## config.mk

```make
export PLATFORM = sky130hd
export DESIGN_NAME = m_lsu_ext
export DESIGN_NICKNAME = d
export VERILOG_FILES = /design/src/rtl/m_lsu_ext.sv
export SDC_FILE = /design/constraint.sdc
export NUM_CORES = 1
export LEC_CHECK = 0
export BUFFER_PORTS_ARGS = -buffer_cell sky130_fd_sc_hd__buf_2
export CAP_MARGIN = 20
export CORE_AREA = 2 2 112 114
export DETAILED_ROUTE_END_ITERATION = 6
export DIE_AREA = 0 0 114 116
export PLACE_DENSITY = 0.79
export SYNTH_ARGS = -nofsm -noshare
export SYNTH_HDL_FRONTEND = slang
export SYNTH_SLANG_ARGS = --single-unit
```

## constraint.sdc

```tcl
create_clock -name clk -period 2.2 [get_ports clk]
set_clock_uncertainty 0.2 [all_clocks]
set_input_delay 0.44 -clock clk [delete_from_list [all_inputs] [get_ports clk]]
set_output_delay 0.44 -clock clk [all_outputs]
set_load 0.01 [all_outputs]
```

## src/rtl/m_lsu_ext.sv

```systemverilog
// rtl/m_lsu_ext.sv - MEM-stage load/store unit with lane packing, load extension and mem req/ack handshake
// Requests are checked for alignment/legality at accept; bad ones skip memory and respond with err.
module m_lsu_ext #(
    parameter int DATA_W = 32,
    parameter int ADDR_W = 32,
    localparam int BE_W = DATA_W / 8
) (
    input  logic              clk,
    input  logic              rst_n,
    input  logic              req_valid,
    output logic              req_ready,
    input  logic              req_we,
    input  logic [2:0]        req_op,
    input  logic [ADDR_W-1:0] req_addr,
    input  logic [DATA_W-1:0] req_wdata,
    input  logic [4:0]        req_tag,
    output logic              mem_req,
    output logic              mem_we,
    output logic [ADDR_W-1:0] mem_addr,
    output logic [BE_W-1:0]   mem_be,
    output logic [DATA_W-1:0] mem_wdata,
    input  logic              mem_ack,
    input  logic [DATA_W-1:0] mem_rdata,
    output logic              rsp_valid,
    input  logic              rsp_ready,
    output logic [DATA_W-1:0] rsp_data,
    output logic [4:0]        rsp_tag,
    output logic              rsp_err,
    output logic              busy
);
    localparam int OFF_W = $clog2(BE_W);

    typedef enum logic [1:0] {S_IDLE, S_REQ, S_RESP} state_t;

    state_t              state_q, state_d;
    logic                req_ready_q, req_ready_d;
    logic                busy_q, busy_d;
    logic                mem_req_q, mem_req_d;
    logic                mem_we_q, mem_we_d;
    logic [ADDR_W-1:0]   mem_addr_q, mem_addr_d;
    logic [BE_W-1:0]     mem_be_q, mem_be_d;
    logic [DATA_W-1:0]   mem_wdata_q, mem_wdata_d;
    logic                rsp_valid_q, rsp_valid_d;
    logic [DATA_W-1:0]   rsp_data_q, rsp_data_d;
    logic [4:0]          rsp_tag_q, rsp_tag_d;
    logic                rsp_err_q, rsp_err_d;
    logic                we_q, we_d;
    logic [2:0]          op_q, op_d;
    logic [OFF_W-1:0]    off_q, off_d;

    logic [OFF_W-1:0]    in_off;
    logic                misal;
    logic                illegal;
    logic [DATA_W-1:0]   field;
    logic [DATA_W-1:0]   keep;
    logic                sgn;
    logic [DATA_W-1:0]   ext;

    function automatic logic [DATA_W-1:0] size_mask(input logic [2:0] op);
        case (op)
            3'd0:       size_mask = DATA_W'(32'hFFFF_FFFF);
            3'd1, 3'd3: size_mask = DATA_W'(16'hFFFF);
            3'd2, 3'd4: size_mask = DATA_W'(8'hFF);
            default:    size_mask = '1;
        endcase
    endfunction

    function automatic logic [BE_W-1:0] size_be(input logic [2:0] op);
        case (op)
            3'd0:       size_be = BE_W'(4'hF);
            3'd1, 3'd3: size_be = BE_W'(2'h3);
            3'd2, 3'd4: size_be = BE_W'(1'b1);
            default:    size_be = '1;
        endcase
    endfunction

    always_comb begin
        state_d     = state_q;
        req_ready_d = req_ready_q;
        busy_d      = busy_q;
        mem_req_d   = mem_req_q;
        mem_we_d    = mem_we_q;
        mem_addr_d  = mem_addr_q;
        mem_be_d    = mem_be_q;
        mem_wdata_d = mem_wdata_q;
        rsp_valid_d = rsp_valid_q;
        rsp_data_d  = rsp_data_q;
        rsp_tag_d   = rsp_tag_q;
        rsp_err_d   = rsp_err_q;
        we_d        = we_q;
        op_d        = op_q;
        off_d       = off_q;

        in_off  = req_addr[OFF_W-1:0];
        misal   = 1'b0;
        illegal = 1'b0;
        case (req_op)
            3'd0:       misal = |req_addr[1:0];
            3'd1, 3'd3: misal = req_addr[0];
            3'd2, 3'd4: misal = 1'b0;
            3'd5: begin
                misal   = |req_addr[2:0];
                illegal = (DATA_W != 64);
            end
            default:    illegal = 1'b1;
        endcase

        // Load path: bring the addressed lane to bit 0, then sign- or zero-fill above the access size.
        field = mem_rdata >> {off_q, 3'b000};
        keep  = size_mask(op_q);
        case (op_q)
            3'd0:    sgn = field[31];
            3'd1:    sgn = field[15];
            3'd2:    sgn = field[7];
            default: sgn = 1'b0;
        endcase
        ext = (field & keep) | ({DATA_W{sgn}} & ~keep);

        case (state_q)
            S_IDLE: begin
                if (req_valid) begin
                    we_d        = req_we;
                    op_d        = req_op;
                    off_d       = in_off;
                    rsp_tag_d   = req_tag;
                    rsp_data_d  = '0;
                    req_ready_d = 1'b0;
                    busy_d      = 1'b1;
                    if (misal || illegal) begin
                        rsp_err_d   = 1'b1;
                        rsp_valid_d = 1'b1;
                        state_d     = S_RESP;
                    end else begin
                        rsp_err_d   = 1'b0;
                        mem_req_d   = 1'b1;
                        mem_we_d    = req_we;
                        mem_addr_d  = {req_addr[ADDR_W-1:OFF_W], OFF_W'(0)};
                        mem_be_d    = size_be(req_op) << in_off;
                        mem_wdata_d = (req_wdata & size_mask(req_op)) << {in_off, 3'b000};
                        state_d     = S_REQ;
                    end
                end
            end
            S_REQ: begin
                if (mem_ack) begin
                    mem_req_d   = 1'b0;
                    rsp_data_d  = we_q ? '0 : ext;
                    rsp_valid_d = 1'b1;
                    state_d     = S_RESP;
                end
            end
            S_RESP: begin
                if (rsp_ready) begin
                    rsp_valid_d = 1'b0;
                    req_ready_d = 1'b1;
                    busy_d      = 1'b0;
                    state_d     = S_IDLE;
                end
            end
            default: begin
                state_d     = S_IDLE;
                req_ready_d = 1'b1;
                busy_d      = 1'b0;
                mem_req_d   = 1'b0;
                rsp_valid_d = 1'b0;
            end
        endcase
    end

    always_ff @(posedge clk or negedge rst_n) begin
        if (!rst_n) begin
            state_q     <= S_IDLE;
            req_ready_q <= 1'b1;
            busy_q      <= 1'b0;
            mem_req_q   <= 1'b0;
            mem_we_q    <= 1'b0;
            mem_addr_q  <= '0;
            mem_be_q    <= '0;
            mem_wdata_q <= '0;
            rsp_valid_q <= 1'b0;
            rsp_data_q  <= '0;
            rsp_tag_q   <= '0;
            rsp_err_q   <= 1'b0;
            we_q        <= 1'b0;
            op_q        <= '0;
            off_q       <= '0;
        end else begin
            state_q     <= state_d;
            req_ready_q <= req_ready_d;
            busy_q      <= busy_d;
            mem_req_q   <= mem_req_d;
            mem_we_q    <= mem_we_d;
            mem_addr_q  <= mem_addr_d;
            mem_be_q    <= mem_be_d;
            mem_wdata_q <= mem_wdata_d;
            rsp_valid_q <= rsp_valid_d;
            rsp_data_q  <= rsp_data_d;
            rsp_tag_q   <= rsp_tag_d;
            rsp_err_q   <= rsp_err_d;
            we_q        <= we_d;
            op_q        <= op_d;
            off_q       <= off_d;
        end
    end

    assign req_ready = req_ready_q;
    assign busy      = busy_q;
    assign mem_req   = mem_req_q;
    assign mem_we    = mem_we_q;
    assign mem_addr  = mem_addr_q;
    assign mem_be    = mem_be_q;
    assign mem_wdata = mem_wdata_q;
    assign rsp_valid = rsp_valid_q;
    assign rsp_data  = rsp_data_q;
    assign rsp_tag   = rsp_tag_q;
    assign rsp_err   = rsp_err_q;

endmodule

```

Yosys cells after proc, flatten, opt, wreduce, memory -nomap -nowiden:

Index checks and enable logic that the tools add are counted.

* register bits after elaboration: 117
* word-level logic and storage cells: 97
* input port bits: 110
* output and inout port bits: 111

* bitwise gates (word level): 8
* muxes and demuxes: 36
* reductions and logical operators: 19
* equal/unequal tests: 16
* shifts and indexed selects: 3

Operators by type and width (count)
* two-way mux 32 bit: 6
* case mux 32 bit (2 select lines): 3
* AND 32 bit: 3
* NOT 32 bit: 1
* bitwise OR 32 bit: 1
* left shift 32 x 5 -> 32 bit: 1
* >> shifter 32 x 5 -> 32 bit: 1
* case mux 1 bit (3 select lines): 6
* == test 3 x 2 -> 1 bit, second input constant: 4
* two-way mux 1 bit: 12
* two-way mux 4 bit: 3
* AND reduction 3 bit: 4
* inequality test 2 bit, second input constant: 5
* OR reduction 2 bit: 5
* == test 3 bit, second input constant: 3
* two-way mux 2 bit: 4
* case mux 4 bit (2 select lines): 1
* AND reduction 4 bit: 2
* == test 3 x 1 -> 1 bit, second input constant: 2
* logical NOT 3 bit: 2
* case mux 2 bit (3 select lines): 1
* OR reduction 5 bit: 1
* left shift 4 x 2 -> 4 bit: 1
* NOT 1 bit: 3
* other kinds (7): 7

Logic depth before layout (Yosys ltp):

Gate-level depths: netlist of the first run.

* depth after elaboration: 9
* mapped depth: 7
* gate-level depth less buffers: 4

Least setup slack after synthesis of the first run:

OpenSTA, ideal clock, no wires.

* kind: input to register
* from: in req_op[0]
* to: reg mem_be_q[0], in the netlist mem_be[0]
* arrival time: 1.783 ns
* path buffers: 3
* required time: 1.875 ns
* setup time: 0.125 ns
* stages on the path: 7
* slack: 0.091 ns
* cells stage by stage: clkbuf_1 > or3_4 > a21oi_4 > o21ai_2 > buf_6 > buf_6 > mux2_4

* word-level cells in the longest chain between the ends: 7
* elaborated cells between the ends (all ways): 19
* classes of those cells: eq/ne (5); shift (1); mux (6); bitwise (1); reduce/logical (6)

Ends and longest elaborated chain
* from (decl): RTL line 13 `input logic [2:0] req_op,`
* == test 3 x 2 -> 1 bit (tied with other cells): RTL line 69, 97
* OR reduction 2 bit
* case mux 4 bit (2 select lines): RTL line 69 `case (op)`
* two-way mux 4 bit: RTL line 129 `if (misal || illegal) begin`
* two-way mux 4 bit: RTL line 121 `if (req_valid) begin`
* two-way mux 4 bit: RTL line 119 `case (state_q)`
* left shift 4 x 2 -> 4 bit: RTL line 138 `mem_be_d = size_be(req_op) << in_off;`
* to (signal assigned): RTL line 194 `mem_be_q <= mem_be_d;`
* to (decl): RTL line 41 `logic [BE_W-1:0] mem_be_q, mem_be_d;`

Parallel ways exist; a longest one is shown, timed or not. The select of a mux whose other input is x is not followed.
A chain may end at the register's enable or synchronous reset.

Worst setup path in the final report of the first run:

* from: reg op_q[0]
* to: reg rsp_data_q[27], in the netlist rsp_data[27]

* word-level cells in the longest chain between the ends: 9
* elaborated cells between the ends (all ways): 16
* classes of those cells: eq/ne (4); mux (5); bitwise (4); reduce/logical (3)

Ends and longest elaborated chain
* from (decl): RTL line 48 `logic [2:0] op_q, op_d;`
* from (signal assigned): RTL line 201 `op_q <= op_d;`
* == test 3 x 2 -> 1 bit (tied with other cells): RTL line 60, 111
* OR reduction 2 bit: RTL line 60 `case (op)`
* case mux 32 bit (2 select lines): RTL line 60
* NOT 32 bit: RTL line 117 `ext = (field & keep) | ({DATA_W{sgn}} & ~keep);`
* AND 32 bit: RTL line 117
* bitwise OR 32 bit *: RTL line 117
* two-way mux 32 bit *: RTL line 147 `rsp_data_d = we_q ? '0 : ext;`
* two-way mux 32 bit *: RTL line 145 `if (mem_ack) begin`
* case mux 32 bit (2 select lines) *: RTL line 119
* to (signal assigned): RTL line 197 `rsp_data_q <= rsp_data_d;`
* to (decl): RTL line 44 `logic [DATA_W-1:0] rsp_data_q, rsp_data_d;`

Mark *: on every way between the ends. The rest lies on a longest branch, timed or not. The select of a mux whose other input is x is not followed.

==> results of run 1 <==
-- cell usage after synthesis (3+ instances only) --
| cell | number | area [um2] |
|---|---|---|
| a211o_1 | 7 | 61.3 |
| a21oi_1 | 34 | 170 |
| a221o_1 | 17 | 170 |
| a222oi_1 | 7 | 70.1 |
| a2bb2oi_1 | 7 | 61.3 |
| a32o_1 | 7 | 70.1 |
| and2_1 | 10 | 62.6 |
| buf_1 | 5 | 18.8 |
| buf_2 | 16 | 80.1 |
| buf_4 | 4 | 30.0 |
| buf_6 | 3 | 33.8 |
| clkbuf_1 | 16 | 60.1 |
| dfrtp_1 | 116 | 2900 |
| inv_1 | 21 | 78.8 |
| mux2_2 | 66 | 743 |
| mux2_4 | 4 | 60.1 |
| mux2i_1 | 34 | 340 |
| nand2_1 | 40 | 150 |
| nor2_1 | 10 | 37.5 |
| nor2b_1 | 19 | 119 |
| o21ai_0 | 23 | 115 |
| o22ai_1 | 7 | 43.8 |
-- final timing paths --
check                        startpoint           end  slack (ps)  cells past startpoint
setup / recovery                op_q[0]  rsp_data[27]         160                      4
hold / removal             req_addr[22]  mem_addr[22]          60                      2
setup reg to reg                op_q[0]  rsp_data[27]         160                      4
hold reg to reg                 mem_req       mem_req         280                      2
max in group asynchronous         rst_n     req_ready         840                      3
min in group asynchronous         rst_n  rsp_data[24]         350                      2
-- registers in the layout (all words and copies together), names as in the netlist, 2 cells and up --
register,flops
mem_be,4
op_q,3
rsp_data,32
state_q,2
off_q,2
mem_addr,30
rsp_tag,5
mem_wdata,32
-- per-layer routing --
metal	vias up	track usage
li1	2334	-
met3	48	0.0790
met4	2	0.128
met5	-	0
met2	270	0.425
met1	2462	0.288
-- final cells by class --
| type | instances | area, um2 | share of cell area |
|---|---|---|---|
| Inverter | 21 | 78.8 | 0.0101 |
| Timing Repair Buffer | 253 | 1410 | 0.181 |
| Multi-Input combinational cell | 333 | 2630 | 0.339 |
| Sequential cell | 117 | 2930 | 0.377 |
| Tap cell | 147 | 184 | 0.0237 |
| Clock inverter | 6 | 55.1 | 0.00709 |
| Clock buffer | 26 | 479 | 0.0617 |
| Antenna cell | 1 | 2.50 | 0.000322 |
-- kinds of logic after synthesis --
group,synth area share
simple gates,0.0811
compound gates,0.166
xor+xnor,0.00449
mux,0.196
buf+inv,0.0516
other cells,0.000641
flops,0.501
-- what timing repair did --
action,4_1_cts,5_1_grt
hold buffers,1,0
hold endpoints to repair,34,0
setup endpoints to repair,0,0
-- power by group through the flow --
| stage | clock, mW | combinational (mW) | sequential [mW] |
|---|---|---|---|
| floorplan | 0 | 2.01 | 3.84 |
| global placement | 0 | 3.73 | 3.55 |
| detailed placement | 0 | 3.84 | 3.61 |
| CTS | 2.55 | 3.86 | 3.59 |
| global route | 2.65 | 4.16 | 3.69 |
| finish | 2.51 | 3.84 | 3.59 |
==> impl_metrics.ini, run 1 <==
[worst_setup_path]
crit_family = compound AO/OA/AOI/OAI gates
crit_arrival_ps = 2180
critPathRequiredTime_ps = 2340
cp-start-kind = flop
worst_setup_path_end_kind = flop
cp_slowest_cell = or3b_2
slowest_delay_ps = 460
path_max_fanout = 16
crit_type = flop to flop
cp_cell_sequence = or3b_2, a211oi_1, o311a_2, a221o_1
path_buf_inv = 0

[grt]
grt_max_degree = 41
grt_pass1_vias = 5174
grt_pass1_wl_mm = 25.7
grt_use_total = 0.251
grt_antenna_before_repair = 2
grt.overflow.total = 0

[cells_and_area]
areaGrowthSynthToFinish_pct = 32.9
fillers = 945
final_area_um2 = 7770
utilization = 0.652
finalNonFillerCells = 904
final_common_cell = buf_2
drive_gt1_frac = 0.475
final_cell_mix = 217 x buf_2, 116 x dfrtp_1, 66 x mux2_2, 40 x nand2_1
finalNetCount = 853

[synthesis]
synth.distinct_cells = 55
synth-seq-area-share = 0.501
syn_area_per_cell_um2 = 11.4
synth_area_um2 = 5850
synthCells = 514
ys_ff_latch = 117
synth_edf_count = 0
ys_async_sr_fraction = 1.00
yosysWarnings = 0
yosys_most_used_dff = dfrtp_1

[timing]
hold_viol_final = 0
finalCriticalPeriod_ps = 2040
rsz0062_at_grt = false
setup_viol = 0
period_share = 0.929
final.setup.tns_ps = 0
slew_headroom = 0.634
setup_slack_ps = 156
fmax_mhz = 489
tightest_slew_ps = 546
whs_ps = 57.7
drv_slew = 0

[routing]
drt_iter0_markers = 392
routed.top_layer = met5
wl_per_cell_um = 18.3
ant_nets = 0
drc_errors = 0
totalWireLength_mm = 16.5
routed_via_density = 5.66
wl_met3_mm = 1.38
num_vias = 5116
wl_met1_mm = 6.40
wl_met2_mm = 8.20
firstDrtPassIters = 6

[clock_tree]
cts_root_buf = clkbuf_16
clk_latency_ps = 410
post_cts_buffers = 0
numCtsBuffers = 17
clock_path_buffers = 2
htree_num_levels = 4
clk_pin_slew_ps = 50
clock-sinks = 117
cts_resized = 0
cts_tree = built

[power_and_ir_drop]
combPwrFrac = 0.386
sw_frac_of_total = 0.349
seqPwrFrac = 0.361
intPower_mw = 6.48
power_mw = 9.94
peakVddDrop_mv = 0.749
p_per_area_nw_per_um2 = 1280
clockPowerShare = 0.253
switchingPower_mw = 3.46
leakagePower_nw = 4.00

[floorplanning]
die_y_um = 116
die-area_um2 = 13200
ios = 221
start_util = 0.491
core.rowCount = 40
core_area_um2 = 11900
die_w_um = 114

[place]
io_buffers = 218
place.gp.congestion = 0.886
dpl_cell_area_um2 = 7220
dp_hpwl_mm = 12.3
dpl.cell_count = 870
post-place-ws_ps = 69.0

[outcome]
status = complete, no violations

[min_path]
min-delay-path-class = input port to flop

[flow_run]
drv_cap = 0
(Power assumes the default switching activity.)
==> inputs of run 2 (changes only) <==
==> config.mk (replaced) <==
export PLATFORM = sky130hd
export DESIGN_NAME = m_lsu_ext
export DESIGN_NICKNAME = d
export VERILOG_FILES = /design/src/rtl/m_lsu_ext.sv
export SDC_FILE = /design/constraint.sdc
export NUM_CORES = 1
export LEC_CHECK = 0
export CAP_MARGIN = 20
export CORE_AREA = 2 2 91 128
export DETAILED_ROUTE_END_ITERATION = 6
export DIE_AREA = 0 0 93 130
export DONT_BUFFER_PORTS = 1
export PLACE_DENSITY = 0.69
export SYNTH_ARGS = -nofsm -noshare
export SYNTH_HDL_FRONTEND = slang
export SYNTH_SLANG_ARGS = --single-unit
==> impl_metrics.ini, run 2 (synthesized netlist as in run 1, its figures left out) <==
[outcome]
status = finished, violations left
violations = negative hold slack

[timing]
rsz0062_at_grt = false
fmax_mhz = 486
final.setup.tns_ps = 0
drv_slew = 0
finalCriticalPeriod_ps = 2060
period_share = 0.934
hold_viol_final = 117
whs_ps = -481
slew_headroom = 0.589
tightest_slew_ps = 612
setup_viol = 0

[grt]
met1_usage = 0.269
gr-usage-met2 = 0.453
use_met3 = 0.0849
grt.overflow.total = 0
grt_pass1_wl_mm = 23.4
grt_max_degree = 118
grt_most_used_layer = met2
grt_antenna_before_repair = 0
grt_use_total = 0.252
grt_pass1_vias = 4478

[worst_setup_path]
worst_setup_path_end_kind = flop
slowest_delay_ps = 480
path_max_fanout = 16
path_buf_inv = 0
r2r_start = off_q[0]
cp_slowest_cell = or3b_2
cp_cell_sequence = or3b_2, a211oi_1, o311a_2, a221o_1
crit_type = flop to flop
crit_start = off_q[0]
crit_family = compound AO/OA/AOI/OAI gates
crit_arrival_ps = 2200
cp-start-kind = flop
critPathRequiredTime_ps = 2340

[routing]
drt_iter0_markers = 228
ant_nets = 0
wl_per_cell_um = 21.5
drc_errors = 0
routed_via_density = 6.08
firstDrtPassIters = 6
totalWireLength_mm = 15.5
num_vias = 4392

[clock_tree]
numCtsBuffers = 17
cts_resized = 0
clock_path_buffers = 2
clk_pin_slew_ps = 60
post_cts_buffers = 0
clk_latency_ps = 410
cts_root_buf = clkbuf_16
clock-sinks = 117
cts_hold_buf = 58
htree_num_levels = 4
cts_tree = built

[power_and_ir_drop]
sw_frac_of_total = 0.347
switchingPower_mw = 3.30
clockPowerShare = 0.309
combPwrFrac = 0.253
peakVddDrop_mv = 0.810
leakagePower_nw = 3.26
seqPwrFrac = 0.438
intPower_mw = 6.21
p_per_area_nw_per_um2 = 1320

[floorplanning]
start_util = 0.529
die_w_um = 93
die-area_um2 = 12100
ios = 221
die_y_um = 130
core.rowCount = 46
core_area_um2 = 11100

[cells_and_area]
drive_gt1_frac = 0.227
final_area_um2 = 7190
finalNetCount = 676
finalNonFillerCells = 722
insertedDiodeCount = 0
utilization = 0.651
areaGrowthSynthToFinish_pct = 22.9
final_common_cell = dfrtp_1
final_cell_mix = 116 x dfrtp_1, 66 x mux2_2, 58 x dlygate4sd3_1, 40 x nand2_1

[min_path]
min-delay-path-class = input port to async pin

[flow_run]
drv_cap = 0

[place]
dp_hpwl_mm = 10.5
dpl.cell_count = 633
place.gp.congestion = 0.867
io_buffers = 0
dpl_cell_area_um2 = 5980
[run 2: cell types whose count changed in the layout (fill, tap and decap cells not counted)]
cell,delta
buf_2,-217
buf_12,-2
dlygate4sd3_1,+57
buf_4,-15
clkinv_4,+6
clkbuf_8,-2
clkbuf_1,-7
diode_2,-1
inv_6,+1
clkinv_2,-3
inv_8,+1
bufinv_16,+3
[run 2: final timing paths]
path	cells past startpoint	slack, ps	end
setup / recovery	4	140	rsp_data[25]
setup reg to reg	4	140	rsp_data[25]
min in group clk	2	40	mem_wdata[16]
max in group asynchronous	0	2030	req_ready
hold reg to reg	2	350	rsp_data[14]
hold / removal	0	-480	rsp_data[26]
[run 2: worst reg2reg max path, cell delays in order, from the launching register on]
cell and delay (ps):
dfrtp_1 430, or3b_2 490, a211oi_1 270, o311a_2 420
a221o_1 190
[run 2: cell type report]
cell class	instances	area (um2)
clock buffer	17	425
clock inverter	14	203
fill	888	3860
inverter	21	78.8
multi-input combinational	333	2630
sequential	117	2930
tap	144	180
timing repair buffer	76	741
[run 2: metrics by stage]
| step | power [mW] | hold WS, ps | worst slack [ps] |
|---|---|---|---|
| floorplan | 5.85 | -55.6 | 91.5 |
| detailed placement | 6.50 | -53.3 | 180 |
| CTS | 9.56 | -495 | 170 |
| global route | 9.97 | -497 | 83.9 |
| global placement | 6.38 | -53.2 | 233 |
| finish | 9.51 | -481 | 144 |
[run 2: power by group through the flow]
stage | sequential [mW] | combinational [mW] | clock [mW]
final | 4.17 | 2.41 | 2.94
after global routing | 4.27 | 2.62 | 3.08
after floorplan | 3.84 | 2.01 | 0
after CTS | 4.18 | 2.40 | 2.98
after detailed placement | 4.21 | 2.30 | 0
after global placement | 4.16 | 2.22 | 0
[run 2: layer usage]
metal	vias up	share of wire
li1	1973	-
met1	2185	0.35
met2	207	0.55
met3	27	0.083
met4	0	0.024
met5	-	0
